==> src/rtl/serial_link_cfg_pkg.sv <==
// Shared register map, reset values and field layouts for the serial link
// configuration responder.
package serial_link_cfg_pkg;

    localparam logic [4:0] CTRL_OFFSET     = 5'h00;
    localparam logic [4:0] ISOLATED_OFFSET = 5'h04;
    localparam logic [4:0] TX_CFG_OFFSET   = 5'h08;
    localparam logic [4:0] RX_CFG_OFFSET   = 5'h0C;
    localparam logic [4:0] STATUS_OFFSET   = 5'h10;

    localparam logic [31:0] CTRL_RESET = 32'h0000_0300;

    typedef enum logic [0:0] {
        StIdle,
        StResp
    } state_e;

    typedef struct packed {
        logic axi_out_iso;
        logic axi_in_iso;
        logic link_rst;
        logic clk_ena;
    } ctrl_reg_t;

    typedef struct packed {
        logic [7:0] flush_count;
        logic [5:0] misc;
        logic       auto_flush;
        logic       bypass;
    } alloc_cfg_t;

    function automatic ctrl_reg_t ctrl_unpack(input logic [31:0] v);
        ctrl_reg_t c;
        c.axi_out_iso = v[9];
        c.axi_in_iso  = v[8];
        c.link_rst    = v[1];
        c.clk_ena     = v[0];
        return c;
    endfunction

    function automatic logic [31:0] ctrl_pack(input ctrl_reg_t c);
        return {22'b0, c.axi_out_iso, c.axi_in_iso, 6'b0, c.link_rst, c.clk_ena};
    endfunction

    function automatic logic [31:0] strb_mask(input logic [3:0] strb);
        return {{8{strb[3]}}, {8{strb[2]}}, {8{strb[1]}}, {8{strb[0]}}};
    endfunction

endpackage

==> src/rtl/serial_link_iso_watchdog.sv <==
// Counts cycles during which the requested isolation state disagrees with the
// sampled datapath status and raises a sticky timeout flag.
module serial_link_iso_watchdog #(
    parameter int unsigned IsoTimeout = 1024
) (
    input  logic        clk_1,
    input  logic        rst_1_n,
    input  logic [1:0]  iso_req,
    input  logic [1:0]  isolated,
    input  logic        restart,
    input  logic        clear,
    output logic        timeout,
    output logic [15:0] count
);

    if (IsoTimeout < 2 || IsoTimeout > 65535) begin : gen_timeout_check
        $error("IsoTimeout must be within 2..65535");
    end

    localparam logic [15:0] FireCount = 16'(IsoTimeout - 1);

    logic [15:0] count_q, count_d;
    logic        timeout_q, timeout_d;
    logic        mismatch, set_evt;

    always_comb begin
        mismatch = iso_req != isolated;
        set_evt  = mismatch && (count_q == FireCount);
        count_d  = count_q;
        if (restart || !mismatch) begin
            count_d = '0;
        end else if (count_q != 16'hFFFF) begin
            count_d = count_q + 16'd1;
        end
        // A set event in the same cycle as a clear keeps the flag raised.
        timeout_d = set_evt | (timeout_q & ~clear);
    end

    always_ff @(posedge clk_1 or posedge rst_1_n) begin
        if (rst_1_n) begin
            count_q   <= '0;
            timeout_q <= 1'b0;
        end else begin
            count_q   <= count_d;
            timeout_q <= timeout_d;
        end
    end

    assign timeout = timeout_q;
    assign count   = count_q;

endmodule

==> src/rtl/serial_link_cfg_responder.sv <==
// RegBus responder holding the serial link CTRL, ISOLATED, channel allocator
// config and STATUS registers, with an isolation-handshake watchdog.
module serial_link_cfg_responder
    import serial_link_cfg_pkg::*;
#(
    parameter int unsigned AddrWidth  = 32,
    parameter int unsigned DataWidth  = 32,
    parameter int unsigned IsoTimeout = 1024
) (
    input  logic                 clk_1,
    input  logic                 rst_1_n,
    input  logic                 reg_valid_i,
    input  logic                 reg_write_i,
    input  logic [AddrWidth-1:0] reg_addr_i,
    input  logic [31:0]          reg_wdata_i,
    input  logic [3:0]           reg_wstrb_i,
    output logic [31:0]          reg_rdata_o,
    output logic                 reg_error_o,
    output logic                 reg_ready_o,
    output logic                 clk_ena_o,
    output logic                 link_rst_o,
    output logic                 axi_in_iso_o,
    output logic                 axi_out_iso_o,
    input  logic [1:0]           isolated_i,
    output logic [15:0]          tx_cfg_o,
    output logic [15:0]          rx_cfg_o
);

    if (DataWidth != 32) begin : gen_data_width_check
        $error("DataWidth must be 32");
    end

    state_e      state_q;
    ctrl_reg_t   ctrl_q, ctrl_new;
    alloc_cfg_t  tx_q, rx_q, tx_new, rx_new;
    logic [1:0]  isolated_q;
    logic [31:0] rdata_q, rdata_d;
    logic        error_q, ready_q;

    logic [4:0]  offset;
    logic        upper_nz, acc_err, accept;
    logic        hit_ctrl, hit_iso, hit_tx, hit_rx, hit_status;
    logic        ctrl_wr, tx_wr, rx_wr, status_wr;
    logic        iso_restart, status_clear;
    logic [31:0] wmask;
    logic        wd_timeout;
    logic [15:0] wd_count;

    always_comb begin
        offset     = reg_addr_i[4:0];
        upper_nz   = |(reg_addr_i >> 5);
        hit_ctrl   = offset == CTRL_OFFSET;
        hit_iso    = offset == ISOLATED_OFFSET;
        hit_tx     = offset == TX_CFG_OFFSET;
        hit_rx     = offset == RX_CFG_OFFSET;
        hit_status = offset == STATUS_OFFSET;
        acc_err    = upper_nz || (offset[1:0] != 2'b00)
                     || !(hit_ctrl || hit_iso || hit_tx || hit_rx || hit_status)
                     || (reg_write_i && hit_iso);

        accept    = reg_valid_i && (state_q == StIdle);
        ctrl_wr   = accept && reg_write_i && !acc_err && hit_ctrl;
        tx_wr     = accept && reg_write_i && !acc_err && hit_tx;
        rx_wr     = accept && reg_write_i && !acc_err && hit_rx;
        status_wr = accept && reg_write_i && !acc_err && hit_status;

        wmask    = strb_mask(reg_wstrb_i);
        ctrl_new = ctrl_unpack((ctrl_pack(ctrl_q) & ~wmask) | (reg_wdata_i & wmask));
        tx_new   = alloc_cfg_t'((tx_q & ~wmask[15:0]) | (reg_wdata_i[15:0] & wmask[15:0]));
        rx_new   = alloc_cfg_t'((rx_q & ~wmask[15:0]) | (reg_wdata_i[15:0] & wmask[15:0]));

        iso_restart  = ctrl_wr && ({ctrl_new.axi_out_iso, ctrl_new.axi_in_iso}
                                   != {ctrl_q.axi_out_iso, ctrl_q.axi_in_iso});
        status_clear = status_wr && reg_wstrb_i[0] && reg_wdata_i[0];

        rdata_d = '0;
        if (!reg_write_i && !acc_err) begin
            if (hit_ctrl) begin
                rdata_d = ctrl_pack(ctrl_q);
            end else if (hit_iso) begin
                rdata_d = {30'b0, isolated_q};
            end else if (hit_tx) begin
                rdata_d = {16'b0, tx_q};
            end else if (hit_rx) begin
                rdata_d = {16'b0, rx_q};
            end else if (hit_status) begin
                rdata_d = {wd_count, 15'b0, wd_timeout};
            end
        end
    end

    always_ff @(posedge clk_1 or posedge rst_1_n) begin
        if (rst_1_n) begin
            state_q    <= StIdle;
            ready_q    <= 1'b0;
            error_q    <= 1'b0;
            rdata_q    <= '0;
            ctrl_q     <= ctrl_unpack(CTRL_RESET);
            tx_q       <= '0;
            rx_q       <= '0;
            isolated_q <= '0;
        end else begin
            isolated_q <= isolated_i;
            unique case (state_q)
                StIdle: begin
                    if (reg_valid_i) begin
                        state_q <= StResp;
                        ready_q <= 1'b1;
                        error_q <= acc_err;
                        rdata_q <= rdata_d;
                    end
                end
                StResp: begin
                    state_q <= StIdle;
                    ready_q <= 1'b0;
                    error_q <= 1'b0;
                    rdata_q <= '0;
                end
                default: begin
                    state_q <= StIdle;
                    ready_q <= 1'b0;
                end
            endcase
            if (ctrl_wr) ctrl_q <= ctrl_new;
            if (tx_wr)   tx_q   <= tx_new;
            if (rx_wr)   rx_q   <= rx_new;
        end
    end

    serial_link_iso_watchdog #(
        .IsoTimeout (IsoTimeout)
    ) u_iso_watchdog (
        .clk_1    (clk_1),
        .rst_1_n  (rst_1_n),
        .iso_req  ({ctrl_q.axi_out_iso, ctrl_q.axi_in_iso}),
        .isolated (isolated_q),
        .restart  (iso_restart),
        .clear    (status_clear),
        .timeout  (wd_timeout),
        .count    (wd_count)
    );

    assign reg_rdata_o   = rdata_q;
    assign reg_error_o   = error_q;
    assign reg_ready_o   = ready_q;
    assign clk_ena_o     = ctrl_q.clk_ena;
    assign link_rst_o    = ctrl_q.link_rst;
    assign axi_in_iso_o  = ctrl_q.axi_in_iso;
    assign axi_out_iso_o = ctrl_q.axi_out_iso;
    assign tx_cfg_o      = tx_q;
    assign rx_cfg_o      = rx_q;

endmodule
==> config.mk <==
export PLATFORM = sky130hd
export DESIGN_NAME = serial_link_cfg_responder
export DESIGN_NICKNAME = d
export VERILOG_FILES = /design/src/rtl/serial_link_cfg_pkg.sv /design/src/rtl/serial_link_iso_watchdog.sv /design/src/rtl/serial_link_cfg_responder.sv
export SDC_FILE = /design/constraint.sdc
export NUM_CORES = 1
export LEC_CHECK = 0
export BUFFER_PORTS_ARGS = -buffer_cell sky130_fd_sc_hd__buf_2
export CAP_MARGIN = 10
export CORE_AREA = 10 10 135 75
export CTS_CLUSTER_SIZE = 8
export DETAILED_ROUTE_END_ITERATION = 8
export DIE_AREA = 0 0 145 85
export PLACE_DENSITY = 0.81
export SLEW_MARGIN = 20
export SYNTH_ARGS = -nofsm -noshare
export SYNTH_HDL_FRONTEND = slang
export SYNTH_SLANG_ARGS = --single-unit
==> constraint.sdc <==
create_clock -name clk_1 -period 5.8 [get_ports clk_1]
set_input_delay 0 -clock clk_1 [delete_from_list [all_inputs] [get_ports clk_1]]
set_output_delay 0 -clock clk_1 [all_outputs]
set_load 0.01 [all_outputs]
## After elaboration in Yosys (flattened, before gate mapping)

Cells that the tools add are included.

- Flip-flop bits (word level): 90
- Input bits: 74
- Output and inout port bits: 70
- Word-level logic and storage cells: 88

- Add/subtract/negate cells: 1
- Equal/unequal tests: 9
- Muxes and demuxes: 16
- Bitwise gates (word level): 14
- Reduce and logical (&&, ||, !) cells: 29

Operator list:

| kind | count |
|---|---|
| two-way mux 32 bit | 7 |
| case mux 32 bit (2 select lines) | 1 |
| AND 16 bit | 3 |
| two-way mux 16 bit | 2 |
| bitwise OR 16 bit | 2 |
| OR reduction 27 bit | 1 |
| AND 10 bit | 2 |
| adder 16 x 1 -> 16 bit, second input constant | 1 |
| equality test 16 x 10 -> 1 bit, second input constant | 1 |
| inequality test 16 bit, second input constant | 1 |
| NOT 16 bit | 1 |
| logical AND 1 bit | 13 |
| equality test 5 x 4 -> 1 bit, second input constant | 2 |
| NOT 10 bit | 1 |
| bitwise OR 10 bit | 1 |
| logical OR 1 bit | 8 |
| case mux 1 bit (2 select lines) | 3 |
| equality test 5 x 3 -> 1 bit, second input constant | 1 |
| equality test 5 bit, second input constant | 1 |
| logical NOT 5 bit | 1 |
| logical NOT 1 bit | 4 |
| inequality test 2 bit | 2 |
| nonzero test 2 bit | 2 |
| two-way mux 1 bit | 3 |
| other kinds (4) | 5 |

## Longest topological paths before layout

Gate-level depths: netlist of the first run.

- Depth after elaboration: 16
- Gate-level depth with buffers: 7
- Mapped depth without buffers: 6

## Hierarchy

Synthesis of the first run repeated with hierarchy kept, for this count alone.

- Cells, all modules: 381
- Area, all modules: 4330.4 µm²

Modules (own cells, without submodules):

| module | times used | cells each | area an instance (µm²) | seq. area each (µm²) |
|---|---|---|---|---|
| serial_link_cfg_responder | 1 | 281 | 3405.8 | 1829.3 |
| serial_link_iso_watchdog | 1 | 100 | 924.6 | 425.4 |

## Least setup slack after synthesis of the first run

No wires, ideal clock.

- Path kind: flip-flop to flip-flop
- From: reg state_q
- To: reg (tool-made name)
- Setup time: 0.128 ns
- Arrival: 1.578 ns
- Data required time: 5.672 ns
- Setup slack: 4.094 ns
- Cell stages (with the launch flop): 6
- Path buffers: 0
- Period minus slack after synthesis: 1.706 ns
- Path through: dfrtp_1 and2b_1 nand4_2 nor3_4 nand3_4 mux2_1

RTL lines:

| element | line | text |
|---|---|---|
| start, declared | serial_link_cfg_responder.sv:33 | `state_e state_q;` |
| start signal, assigned | serial_link_cfg_responder.sv:94 | `state_q <= StIdle;` |
| start signal, assigned | serial_link_cfg_responder.sv:107 | `state_q <= StResp;` |
| start signal, assigned | serial_link_cfg_responder.sv:114 | `state_q <= StIdle;` |

==> metrics.log, run 1 <==
[metrics] routability cong.: 0.8222
[metrics] starting utilization of the core area: 52.82%
[metrics] flip-flop and latch count after synthesis: 90
[metrics] Syn Inst Count: 353
[metrics] number of cells after detailed placement: 579
[metrics] wire length per cell: 19.76 µm
[metrics] number of cells in the finished layout apart from fillers: 617
[metrics] Clock Sink Count: 90
[metrics] ratio of cells with drive above 1 in the final layout: 39.29%
[metrics] beginning of the worst register-to-register path: state_q$_DFF_PP0_
[metrics] setup violation total in the final timing report: 0
[metrics] Crit Path Category: in2reg
[metrics] area growth from synthesis to final layout: 29.89%
[metrics] part of the total power dissipated in sequential elements: 49.3%
[metrics] highest achievable clock rate: 0.4310 GHz
[metrics] H-tree depth: 3
[metrics] pins over their slew limit: 0
[metrics] post-CTS setup repair buffer count: 0
[metrics] endpoints failing hold: 0
[metrics] area inside the core boundary: 7799 µm²
[metrics] CTS max path bufs: 2
[metrics] TritonCTS Buffers: 9
[metrics] max-slew headroom at the worst pin: 44.87%
[metrics] number of global-route vias before repair: 3,689
[metrics] most frequent cell after synthesis: dfrtp_1
[metrics] pin count of the biggest net entering global routing: 91
[metrics] Die Span Y: 85 µm
[metrics] post-route cell area: 5350 µm²
[metrics] DIE WIDTH: 145 µm
[metrics] share of flip-flops with an asynchronous set or reset: 100.0%
[metrics] mean area per synthesized cell: 11.67 µm²
[metrics] top cell type by total area after synthesis: dfrtp_1
[metrics] Die ar.: 12,330 µm²
[metrics] via count: 3,476
[metrics] Register-to-Register Setup Slack: 3.69 ns
[metrics] Placement Cell Area: 4840 µm²
[metrics] clock tree from TritonCTS: done
[metrics] worst-margin pin slew: 0.8269 ns
[metrics] crit path launch type: primary input
[metrics] count of pins on the block boundary: 144
[metrics] reported leakage power: 2.661 nW
[metrics] Hold Path End: reg_rdata_o[0]$_DFFE_PP0P_
[metrics] Post-synth EDFFs: 0
[metrics] share of the clock period used by the worst path after layout: 40.00%
[metrics] share of total power consumed by net switching: 24.03%
[metrics] first-pass GRT wire length: 19,840 µm
[metrics] type of destination of the critical path: flop
[metrics] RSZ-0062 raised after global routing: no
[metrics] Maximum Capacitance Violations: 0
[metrics] smallest hold slack: 0.02902 ns
[metrics] result of the run: completed
[metrics] pre-CTS worst setup slack: 3.725 ns
[metrics] clock share of power: 43.0%
[metrics] fraction of post-synthesis cell area in the top cell type by area: 53.46%
[metrics] distinct cell type count of the synthesized netlist: 50
[metrics] arrival time worst endpoint: 2.54 ns
[metrics] leading cell types by total area after synthesis: dfrtp_1 53%, mux2_2 8.7%, a22o_1 3.4%
[metrics] Buffers on Ports: 125
[metrics] Iter 0 DRT Violations: 220
[metrics] Total Routing Usage GR: 19.85%
[metrics] number of nets in the layout: 574
[metrics] DRT Wirelength: 12,190 µm
[metrics] sequential fraction of the synthesis area: 54.74%
[metrics] number of DRC violations after detailed routing: 0
[metrics] post-detailed-placement half-perimeter wirelength: 8958 µm
[metrics] CTS root buffer: clkbuf_16
[metrics] maximum clock skew at final layout: 0.007110 ns
[metrics] cells on worst reg2reg path: 5
[metrics] Total Power: 1.340 mW
[metrics] clk slew on worst S/H paths: 0.06 ns
[metrics] antenna violations before repair: 0
[metrics] min-delay src: reg_addr_i[1]
[metrics] count of TritonRoute iterations in the first routing pass: 5
[metrics] commonest register cell after synthesis: dfrtp_1
[metrics] critical path peak fanout: 14
[metrics] Net Switching: 0.3219 mW
[metrics] largest vdd supply drop: 0.1500 mV
[metrics] critical path data required time: 6.02 ns
[metrics] worst hold path stage count: 4
[metrics] post-layout util: 68.60%
[metrics] summed negative setup slack over all endpoints: 0 ns
[metrics] via density per instance: 5.634
[metrics] number of standard-cell rows in the floorplan: 23
[metrics] power density relative to cell area: 250.4 nW/µm²
[metrics] total congestion overflow: 0
[metrics] top cell types by occurrence after synthesis: 88 x dfrtp_1, 36 x nand2_1, 32 x mux2_2, 26 x nor2_1, 16 x a22o_1
[metrics] nets in the synthesized netlist: 428
[metrics] Min Clock Period, post-route: 2.320 ns
[metrics] netlist area before placement: 4119 µm²
[metrics] fin worst setup slack: 3.480 ns
[metrics] number of warnings reported in the yosys synthesis log: 0
[metrics] class of the worst hold path: in2reg
[metrics] combinational group share of total power: 7.7%
[metrics] clock latency at the later pin of the worst-skew pair: 0.34 ns
[metrics] Internal Dissipation: 1.018 mW
[metrics] ANT nets after route: 0
-- power by group through the flow --
stage          registers, mW  logic, mW  clock network, mW
2_1_floorplan          0.665     0.0508                  0
3_3_place_gp           0.669     0.0872                  0
3_5_place_dp           0.671     0.0915                  0
4_1_cts                0.659      0.103              0.586
5_1_grt                0.660      0.115              0.614
6_report               0.660      0.103              0.576
-- kinds of logic (layout without fill, tap and decap cells) --
family	count (synthesis)	in the layout	synth area share, %
DFF	90	90	54.74
buffers and inverters	16	167	1.914
other	0	1	0
and+or+nand+nor	125	125	17.86
xor gates and xnor gates	10	10	2.127
AOI/OAI and AO/OA	68	68	11.42
muxes	43	43	11.63
adders and majority gates	1	1	0.3037
-- critical path: stages --
cell and delay, ns:
dlygate4sd3_1 0.53, buf_2 0.15, nor3_1 0.19, buf_4 0.20
and3_1 0.64, nand3_2 0.42, mux2_2 0.40
-- cell usage in the layout, fill, tap and decap left out, types with 10 or more instances in the layout --
cell type	instances
dlygate4sd3_1	21
dfrtp_1	88
a22o_1	16
nor2_1	25
nand2_1	36
o21ai_1	11
nand3_1	10
a22oi_1	15
mux2_2	32
buf_2	125
-- how the worst max path moves through the flow --
stage,startpoint,endpoint
6_report,reg_addr_i[4],flop
5_1_grt,reg_addr_i[4],flop
4_1_cts,reg_addr_i[4],flop
3_5_place_dp,u_iso_watchdog.count[0]$_DFFE_PP0P_,u_iso_watchdog.count[11]$_DFFE_PP0P_
3_3_place_gp,u_iso_watchdog.count[0]$_DFFE_PP0P_,u_iso_watchdog.count[5]$_DFFE_PP0P_
2_1_floorplan,rst_1_n,async pin
-- per-layer routing --
layer / vias to the layer above / wire length [µm] / track usage, %
li1: 1606 / - / -
met1: 1680 / 5557 / 25.45
met5: - / 0 / 0
met4: 0 / 155 / 5.346
met3: 17 / 1209 / 8.633
met2: 173 / 5267 / 30.10
-- area by class of cell --
type | instances | area [µm²]
Clock inverter | 7 | 68.82
Fill cell | 570 | 2449
Antenna cell | 1 | 2.502
Clock buffer | 9 | 225.2
Sequential cell | 90 | 2255
Multi-Input combinational cell | 247 | 1788
Inverter | 2 | 8.758
Tap cell | 112 | 140.1
Timing Repair Buffer | 149 | 862.1
-- repair_timing --
action                    4_1_cts  5_1_grt
resized for setup               0        0
hold buffers                   20        1
hold endpoints to repair       41       88
Power figures use the tool's default switching activity.
==> inputs of run 2 (changes only) <==
Settings changed: CORE_AREA 10 10 135 75 to 10 10 147 81, DIE_AREA 0 0 145 85 to 0 0 157 91, PLACE_DENSITY 0.81 to 0.72.
Clock period 5.8 ns to 2 ns, I/O delays scaled along.
==> run 2 against run 1 <==
Against the previous run: die area up 16%; final cell count up 3.4%; core utilization down 9.5 points; combinational power rose to 3.0 times the previous value; cell area up 2.6%; register-to-register slack worse by 3.6 ns; sequential share of layout area down 1.1 points; worst setup slack worse by 3.4 ns; count of clock-buffer cells in the layout up 3; hold slack worse by 0.020 ns; non-clock buffer count up 14; largest cell class unchanged; highest routed layer unchanged.
==> metrics.log, run 2 (synthesized netlist as in run 1, its figures left out) <==
[metrics] via count: 3,330 (-4.2%)
[metrics] maximum clock skew at final layout: 0.008942 ns (+0.001831 ns)
[metrics] critical path peak fanout: 8 (-6)
[metrics] Placement Cell Area: 4971 µm² (+2.7%)
[metrics] reported leakage power: 2.744 nW (+3.1%)
[metrics] DRT Wirelength: 11,050 µm (-9.4%)
[metrics] Die Span Y: 91 µm (+7.1%)
[metrics] most frequent cells in the layout: 125 x buf_2, 88 x dfrtp_1, 36 x nand2_1
[metrics] worst-path cell with the longest stage delay: dfrtp_1
[metrics] routability cong.: 0.7965 (-3.1%)
[metrics] critical path buffer and inverter count: 1 (-2)
[metrics] power density relative to cell area: 721.2 nW/µm² (+190%)
[metrics] max-slew headroom at the worst pin: 66.69% (+22 points)
[metrics] Iter 0 DRT Violations: 178 (-19%)
[metrics] clk slew on worst S/H paths: 0.06 ns (about the same)
[metrics] post-route cell area: 5492 µm² (+2.6%)
[metrics] CTS root buffer: clkbuf_16
[metrics] combinational group share of total power: 7.8% (about the same)
[metrics] H-tree depth: 3 (unchanged)
[metrics] clock share of power: 44.1% (+1.1 points)
[metrics] starting utilization of the core area: 44.34% (-8.5 points)
[metrics] CTS max path bufs: 2 (unchanged)
[metrics] share of total power consumed by net switching: 22.60% (-1.4 points)
[metrics] via density per instance: 5.219 (-7.4%)
[metrics] total congestion overflow: 0 (unchanged)
[metrics] highest achievable clock rate: 0.5268 GHz
[metrics] count of TritonRoute iterations in the first routing pass: 4 (-1)
[metrics] critical path data required time: 2.22 ns (-3.80 ns)
[metrics] number of global-route vias before repair: 3,546 (-3.9%)
[metrics] result of the run: completed
[metrics] number of DRC violations after detailed routing: 0 (unchanged)
[metrics] crit path launch type: flop
[metrics] TritonCTS Buffers: 9 (unchanged)
[metrics] Crit Path Category: reg2reg
[metrics] arrival time worst endpoint: 2.12 ns (-0.42 ns)
[metrics] post-detailed-placement half-perimeter wirelength: 8114 µm (-9.4%)
[metrics] pins over their slew limit: 0 (unchanged)
[metrics] number of cells in the finished layout apart from fillers: 638 (+3.4%)
[metrics] wire length per cell: 17.31 µm (-12%)
[metrics] critical path's top delay family: simple AND/OR/NAND/NOR gates
[metrics] number of cells after detailed placement: 602 (+4.0%)
[metrics] ANT nets after route: 0 (unchanged)
[metrics] Total Power: 3.961 mW (+200%)
[metrics] clock latency at the later pin of the worst-skew pair: 0.34 ns (about the same)
[metrics] RSZ-0062 raised after global routing: yes
[metrics] Min Clock Period, post-route: 1.898 ns
[metrics] commonest non-fill, non-tap cell in the layout: buf_2
[metrics] first-pass GRT wire length: 18,600 µm (-6.3%)
[metrics] part of the total power dissipated in sequential elements: 48.1% (-1.2 points)
[metrics] number of standard-cell rows in the floorplan: 25 (+8.7%)
[metrics] Buffers on Ports: 125 (unchanged)
[metrics] clock tree from TritonCTS: done
[metrics] worst path cell trace: and2b_1, nand4_2, nor3_4, buf_4, nand3_4, mux2_1
[metrics] antenna violations before repair: 0 (unchanged)
[metrics] Die ar.: 14,290 µm² (+16%)
[metrics] final antenna diode count: 0 (-1)
[metrics] Net Switching: 0.8951 mW (+180%)
[metrics] class of the worst hold path: in2reg
[metrics] number of nets in the layout: 588 (+2.4%)
[metrics] Clock Sink Count: 90 (unchanged)
[metrics] area growth from synthesis to final layout: 33.32%
[metrics] ratio of cells with drive above 1 in the final layout: 41.01% (+1.7 points)
[metrics] endpoints failing hold: 0 (unchanged)
[metrics] Total Routing Usage GR: 15.94% (-3.9 points)
[metrics] setup violation total in the final timing report: 0 (unchanged)
[metrics] post-cts resize count: 0 (unchanged)
[metrics] largest stage delay on the critical path: 0.40 ns (-0.24 ns)
[metrics] worst-margin pin slew: 0.4951 ns (-0.3318 ns)
[metrics] share of the clock period used by the worst path after layout: 94.91%
[metrics] DIE WIDTH: 157 µm (+8.3%)
[metrics] area inside the core boundary: 9290 µm² (+19%)
[metrics] Maximum Capacitance Violations: 0 (unchanged)
[metrics] count of pins on the block boundary: 144 (unchanged)
[metrics] Internal Dissipation: 3.065 mW (+200%)
[metrics] type of destination of the critical path: flop
[metrics] pin count of the biggest net entering global routing: 91 (unchanged)
[metrics] largest vdd supply drop: 0.4126 mV (+180%)
[run 2: power groups by stage]
stage                     clock network (mW)  logic (mW)  registers [mW]
final                                   1.75       0.309            1.91
after global routing                    1.87       0.350            1.92
after CTS                               1.78       0.315            1.91
after detailed placement                   0       0.279            1.94
after global placement                     0       0.271            1.94
after floorplan                            0       0.148            1.93
[run 2: final timing paths]
check | slack (ns) | start | cells past startpoint | endpoint
hold / removal | 0.009 | reg_addr_i[1] | 4 | reg_rdata_o[0]$_DFFE_PP0P_
min in group asynchronous | 0.34 | rst_1_n | 4 | reg_rdata_o[27]$_DFFE_PP0P_
setup reg to reg | 0.10 | state_q$_DFF_PP0_ | 6 | flop
hold reg to reg | 0.47 | reg_rdata_o[0]$_DFFE_PP0P_ | 2 | reg_rdata_o[0]$_DFFE_PP0P_
max in group asynchronous | 1.27 | rst_1_n | 4 | axi_in_iso_o$_DFFE_PP1P_
setup / recovery | 0.10 | state_q$_DFF_PP0_ | 6 | flop
[run 2: timing repair]
item / CTS / global route
endpoints found under the hold margin: 128 / 0
setup buffers: 0 / 1
endpoints found under the setup margin: 0 / 23
hold buffers: 20 / 0
[run 2: metrics by stage]
step,util [%],hold WS (ns),setup TNS (ns),worst slack [ns]
after floorplan,-,0.03143,0,0.2942
after global placement,53.51,0.1102,0,0.1288
after detailed placement,53.51,0.1096,0,0.07883
after CTS,59.03,0.008941,0,0.07146
after global routing,59.11,0.01698,-0.7271,-0.05512
final,59.11,0.009276,0,0.1017
[run 2: cell type report]
| class | count | area [µm²] |
|---|---|---|
| Inverter | 2 | 11.26 |
| Tap cell | 121 | 151.4 |
| Clock inverter | 3 | 46.29 |
| Sequential cell | 90 | 2255 |
| Timing Repair Buffer | 163 | 973.4 |
| Fill cell | 769 | 3799 |
| Clock buffer | 12 | 266.5 |
| Multi-Input combinational cell | 247 | 1788 |
[run 2: layer usage]
| layer | part of all wire [%] | wire, µm | GRT usage [%] | vias to the layer above |
|---|---|---|---|---|
| li1 | - | - | - | 1630 |
| met1 | 42 | 4638 | 18.77 | 1619 |
| met2 | 52 | 5773 | 28.01 | 71 |
| met3 | 4.7 | 520 | 4.708 | 10 |
| met4 | 1.0 | 112 | 3.750 | 0 |
| met5 | 0 | 0 | 0 | - |
[run 2: worst min-delay path, cell delays in order]
cell,delay [ns]
buf_2,0.12
nor4_4,0.07
nand2_1,0.06
o31ai_1,0.06
